<file path="src/rtl/mn_pair_accum.sv">
// Sums FRAME_LEN (M+N) pairs per frame and offers the total to downstream with valid/ready.
// Defining MN_PAIR_ACCUM_SEQ_CHECK_EN adds a sticky check that SE counts 0,1,2,3,0,... within a frame.
module mn_pair_accum #(
  parameter int unsigned FRAME_LEN = 4
) (
  input  logic       clk,
  input  logic       rst,
  input  logic       start,
  input  logic       in_valid,
  output logic       in_ready,
  input  logic [3:0] M,
  input  logic [3:0] N,
  input  logic [1:0] SE,
  output logic       out_valid,
  input  logic       out_ready,
  output logic [8:0] sum,
  output logic       seq_err
);

  typedef enum logic [1:0] {IDLE, ACC, HOLD} state_t;

  localparam logic [3:0] LAST_IDX = 4'(FRAME_LEN - 1);

  state_t     state_q, state_d;
  logic [8:0] acc_q, acc_d;
  logic [8:0] sum_q, sum_d;
  logic [3:0] cnt_q, cnt_d;
  logic [4:0] pair_sum;
  logic       xfer;
  logic       frame_start;

  assign pair_sum  = {1'b0, M} + {1'b0, N};
  assign in_ready  = (state_q == ACC);
  assign out_valid = (state_q == HOLD);
  assign xfer      = in_valid && in_ready;
  assign sum       = sum_q;

  always_comb begin
    state_d     = state_q;
    acc_d       = acc_q;
    cnt_d       = cnt_q;
    sum_d       = sum_q;
    frame_start = 1'b0;
    case (state_q)
      IDLE: begin
        if (start) begin
          state_d     = ACC;
          frame_start = 1'b1;
        end
      end
      ACC: begin
        if (xfer) begin
          acc_d = acc_q + {4'b0, pair_sum};
          cnt_d = cnt_q + 4'd1;
          if (cnt_q == LAST_IDX) begin
            sum_d   = acc_d;
            state_d = HOLD;
          end
        end
      end
      HOLD: begin
        // A start seen on the handshake cycle chains straight into the next frame.
        if (out_ready) begin
          if (start) begin
            state_d     = ACC;
            frame_start = 1'b1;
          end else begin
            state_d = IDLE;
          end
        end
      end
      default: state_d = IDLE;
    endcase
    if (frame_start) begin
      acc_d = '0;
      cnt_d = '0;
    end
  end

  always_ff @(posedge clk or posedge rst) begin
    if (rst) begin
      state_q <= IDLE;
      acc_q   <= '0;
      cnt_q   <= '0;
      sum_q   <= '0;
    end else begin
      state_q <= state_d;
      acc_q   <= acc_d;
      cnt_q   <= cnt_d;
      sum_q   <= sum_d;
    end
  end

`ifdef MN_PAIR_ACCUM_SEQ_CHECK_EN
  logic [1:0] exp_se_q, exp_se_d;
  logic       seq_err_q, seq_err_d;

  always_comb begin
    exp_se_d  = exp_se_q;
    seq_err_d = seq_err_q;
    if (frame_start) begin
      exp_se_d  = '0;
      seq_err_d = 1'b0;
    end else if (xfer) begin
      exp_se_d = exp_se_q + 2'd1;
      if (SE != exp_se_q) seq_err_d = 1'b1;
    end
  end

  always_ff @(posedge clk or posedge rst) begin
    if (rst) begin
      exp_se_q  <= '0;
      seq_err_q <= 1'b0;
    end else begin
      exp_se_q  <= exp_se_d;
      seq_err_q <= seq_err_d;
    end
  end

  assign seq_err = seq_err_q;
`else
  logic unused_se;
  assign unused_se = ^SE;
  assign seq_err   = 1'b0;
`endif

endmodule
</file>
<file path="config.mk">
export PLATFORM = sky130hd
export DESIGN_NAME = mn_pair_accum
export DESIGN_NICKNAME = d
export VERILOG_FILES = /design/src/rtl/mn_pair_accum.sv
export SDC_FILE = /design/constraint.sdc
export NUM_CORES = 1
export LEC_CHECK = 0
export ABC_AREA = 1
export CORE_MARGIN = 1
export CORE_UTILIZATION = 40
export CTS_BUF_LIST = sky130_fd_sc_hd__clkbuf_8
export CTS_CLUSTER_DIAMETER = 80
export DETAILED_ROUTE_END_ITERATION = 10
export PLACE_DENSITY = 0.61
export SLEW_MARGIN = 20
export SYNTH_ARGS = -nofsm -noshare
export SYNTH_HDL_FRONTEND = slang
export SYNTH_SLANG_ARGS = --single-unit
</file>
<file path="constraint.sdc">
create_clock -name clk -period 3.6 [get_ports clk]
set_clock_uncertainty 0.15 [all_clocks]
set_input_delay 0.54 -clock clk [delete_from_list [all_inputs] [get_ports clk]]
set_output_delay 0.54 -clock clk [all_outputs]
set_load 0.005 [all_outputs]
</file>
* Yosys cells after proc, flatten, opt, wreduce, memory -nomap -nowiden
Index checks and enable logic that the tools add are counted.
** Storage, ports and cells
- Register bits after elaboration :: 24
- Output and inout port bits :: 12
- Bits of input ports :: 15
- Word-level logic and storage cells :: 36
** Cells by class
- Reductions and logical operators :: 7
- Mux-type cells :: 15
- Eq/ne operators :: 7
- Add/sub/neg operators :: 3
** Operator list (number)
- $mux W9 :: 3
- $mux W4 :: 3
- $add A9 B5 Y9 :: 1
- $mux W2 :: 4
- $ne A2 B1 Y1 const B :: 3
- $pmux W2 S3 :: 1
- $add A4 B4 Y5 :: 1
- $add A4 B1 Y4 const B :: 1
- $eq A4 B2 Y1 const B :: 1
- $reduce_and A4 Y1 :: 1
- $reduce_bool A2 Y1 :: 2
- $mux W1 :: 3
- $reduce_and A3 Y1 :: 1
- $eq A2 B1 Y1 const B :: 1
- $eq A2 B2 Y1 const B :: 1
- $logic_not A2 Y1 :: 1
- $ne A2 B2 Y1 const B :: 1
- $pmux W1 S2 :: 1
- $reduce_and A2 Y1 :: 1
- $logic_and A1 B1 Y1 :: 1

* Longest topological paths before layout
- Depth in word-level cells :: 5
- Mapped depth :: 13
- Mapped depth without buffers :: 13

* Worst setup path after synthesis
OpenSTA, ideal clock, no wires.
- Path type :: input to register
- Start point :: input port M[1]
- End point :: register acc_q[7]
- Arrival time :: 2.099 ns
- Library setup time :: 0.126 ns
- Required time :: 3.324 ns
- Path buffers :: 0
- Setup slack :: 1.225 ns
- Stages on the path :: 10
- Path through :: fa_1 -> ha_1 -> inv_1 -> fa_1 -> inv_1 -> nand3_1 -> nand2_1 -> nand3_1 -> nand3_1 -> o21ai_0
** Between the ends
- Cells in the longest elaborated chain, start to end :: 5
** Ends and longest elaborated chain
- start: declaration :: line 11 : input logic [3:0] M,
- $add A4 B4 Y5 :: line 32 : assign pair_sum = {1'b0, M} + {1'b0, N};
- $add A9 B5 Y9 :: line 53 : acc_d = acc_q + {4'b0, pair_sum};
- $mux W9 :: line 52 : if (xfer) begin
- $mux W9 :: line 44 : case (state_q)
- $mux W9 :: line 74 : if (frame_start) begin
- end signal: assignment :: line 83 : acc_q <= '0;
- end signal: assignment :: line 88 : acc_q <= acc_d;
- end: declaration :: line 25 : logic [8:0] acc_q, acc_d;
No other way between the ends. The select of a mux whose other input is x is not followed.
A chain may end at the register's enable or synchronous reset.

* Worst setup path in the final report
Ends and elaborated chain as after synthesis.

==> results.py <==
metrics = {
    "global_routing": {
        "grt_max_degree": 25,
        "grt_pass1_wl_um": 4650,
        "overflow": 0,
        "antenna_found_initial": 0,
        "gr-usage-all-layers_pct": 17.5,
        "grt_pass1_vias": 1081,
    },
    "logic_synthesis": {
        "synth_edf_count": 0,
        "ys_warn_count": 0,
        "ys.flop_type": "dfrtp_1",
        "yosys.area.top_type": "dfrtp_1",
        "synth_fp_nets": 183,
        "synth.area.top_cells": "dfrtp_1, nand2_1, fa_1",
        "avgSynthCellArea_um2": 8.58,
        "synth-seq-area-share_pct": 44.3,
        "synth_most_common_cell": "nand2_1",
        "syn_inst": 158,
        "netlist_area_um2": 1360,
        "yosysUniqueCellTypes": 27,
        "synthTopCellsByCount": "nand2_1, dfrtp_1, inv_1",
        "yosysTopAreaCellShare_pct": 44.3,
        "ys_async_sr_fraction_pct": 100,
        "synth-seq-cells": 24,
    },
    "worst_hold_path": {
        "holdCritPathClass": "register to register",
        "worstHoldPathCells": 1,
        "whs_endpoint": "cnt_q[3]",
        "hold_path.startpoint": "cnt_q[3]",
    },
    "final_layout": {
        "final_area_um2": 1690,
        "diodes": 0,
        "drive_gt1_share_pct": 9.29,
        "fillers": 304,
        "area_delta_synth_final_pct": 24.9,
        "fin_util_pct": 54.2,
        "final_nets": 209,
        "fin_cells": 227,
    },
    "placement": {
        "place_inst": 223,
        "place_congestion": 0.841,
        "placed_cell_area_um2": 1620,
        "place_hpwl_um": 2040,
        "io_buffers": 23,
    },
    "clock_tree": {
        "clockRootBuffer": "clkbuf_8",
        "insertion_delay_ps": 270,
        "cts_buffers": 3,
        "cts_buffer_depth": 2,
        "clk_pin_slew_ps": 90,
        "cts.sinks": 24,
        "htree_levels": 1,
        "cts_tree": "built",
        "cts_resized": 0,
        "cts_setup_buffers": 0,
        "hold_buffers": 0,
    },
    "sta": {
        "fin_crit_sh_pct": 75.3,
        "finalSetupViolCount": 0,
        "layout_min_cycle_time_ps": 2710,
        "rsz0062_at_grt": "no",
        "hold_violations": 0,
        "slew_violations": 0,
        "setup_tns_ps": 0,
        "max-slew-margin-rel_pct": 39.1,
        "tightest_slew_ps": 913,
        "worst_hold_slack_ps": 341,
        "fmax_mhz": 369,
    },
    "status": {
        "status": "finished, final reports clean",
    },
    "power": {
        "p_seq_share_pct": 34.7,
        "p_int_mw": 0.804,
        "switching_share_pct": 38.6,
        "ir_drop_mv": 0.304,
        "power_density_nw_per_um2": 773,
        "comb_power_share_pct": 47.1,
        "leakagePower_nw": 0.845,
        "clkPwrFrac_pct": 18.2,
        "netSwitchingPower_mw": 0.505,
    },
    "route": {
        "route.detailed.wl_per_inst_um": 11.7,
        "first_iter_violations": 25,
        "routed_wl_um": 2650,
        "firstDrtPassIters": 4,
        "viasPerCell": 4.82,
        "drc": 0,
        "vias": 1094,
        "ant_nets": 0,
    },
    "setup_path": {
        "crit_required_ps": 3610,
        "worstSetupPathType": "primary input to register",
        "r2r_cells": 10,
        "worst_r2r_endpoint": "acc_q[7]",
        "arrival_ps": 2720,
        "ff2ff_setup_slack_ps": 1250,
        "path_max_fanout": 3,
        "r2r-start": "acc_q[1]",
        "start_kind": "primary input",
        "end_kind": "register",
    },
    "die": {
        "start_util_pct": 43.4,
        "die_w_um": 60.2,
        "die_h_um": 60.2,
        "coreArea_um2": 3130,
        "ioPinCount": 27,
        "core.rowCount": 20,
        "dieArea_um2": 3630,
    },
    "run": {
        "max_cap_viol_count": 0,
    },
}
==> cell usage in the layout (no fill, tap or decap), types with 2 or more instances in the layout <==
| cell | instances |
|---|---|
| ha_1 | 5 |
| fa_1 | 5 |
| nand2_1 | 43 |
| o21ai_2 | 4 |
| inv_2 | 3 |
| nor2_4 | 2 |
| nand3_1 | 19 |
| nor2_1 | 7 |
| dfrtp_1 | 24 |
| inv_1 | 21 |
| clkdlybuf4s50_1 | 23 |
| clkbuf_8 | 3 |
| o21ai_0 | 8 |
| a21oi_1 | 2 |
==> worst max-delay path: stages <==
cell and delay [ps]:
clkdlybuf4s50_1 440, fa_1 550, ha_1 180, inv_1 60, fa_1 400, inv_1 70
nand3_1 90, nand2_1 120, nand3_1 100, nand3_1 90, o21ai_0 80
==> power groups by stage <==
stage	Clock, mW	Sequential, mW	Combinational, mW
2_1_floorplan	0	0.449	0.418
3_3_place_gp	0	0.456	0.603
3_5_place_dp	0	0.458	0.622
4_1_cts	0.245	0.455	0.622
5_1_grt	0.251	0.470	0.710
6_report	0.238	0.454	0.616
==> kinds of logic (layout without fill, tap and decap cells) <==
kind of cell	count (synthesis)	after routing	share of synthesized area, %
XOR/XNOR	2	2	1.29
adder cells (fa/ha/maj)	10	10	12.0
AO/OA/AOI/OAI	18	18	8.49
AND/OR/NAND/NOR	77	77	25.6
other	1	1	0.276
buffers and inverters	26	51	8.03
flip-flops	24	24	44.3
==> sequential cells by signal, indices dropped and copies added, names as in the netlist <==
signal / cells
acc_q: 9
sum: 9
cnt_q: 4
state_q: 2
==> how the worst max path moves through the flow <==
| stage | depth (start not counted) | startpoint | slack (ps) | end |
|---|---|---|---|---|
| 2_1_floorplan | 10 | M[1] | 1220 | acc_q[7] |
| 3_3_place_gp | 13 | M[0] | 660 | acc_q[7] |
| 3_5_place_dp | 13 | M[0] | 610 | acc_q[7] |
| 4_1_cts | 11 | M[1] | 900 | acc_q[7] |
| 5_1_grt | 11 | M[1] | 750 | acc_q[7] |
| 6_report | 11 | M[1] | 890 | acc_q[7] |
==> through the flow <==
| step | worst slack (ps) | power, mW |
|---|---|---|
| after global placement | 656 | 1.06 |
| after floorplan | 1220 | 0.867 |
| after CTS | 896 | 1.32 |
| after detailed placement | 610 | 1.08 |
| final | 890 | 1.31 |
| after global routing | 753 | 1.43 |
==> routing by layer <==
| metal | share of wire (%) | GRT usage [%] | wire (µm) |
|---|---|---|---|
| met1 | 47 | 22.6 | 1250 |
| met2 | 47 | 29.2 | 1250 |
| met3 | 4.3 | 2.60 | 115 |
| met4 | 1.5 | 6.98 | 40 |
| met5 | 0 | 0 | 0 |
==> final cells by class <==
class	instances	area, µm²	share of cell area (%)
Multi-Input combinational cell	108	647	38.2
Sequential cell	24	601	35.5
Timing Repair Buffer	23	230	13.6
Inverter	24	90.1	5.32
Tap cell	44	55.1	3.25
Clock buffer	3	41.3	2.44
Clock inverter	1	30.0	1.77
Note: power is estimated with default switching activity, not from simulation.
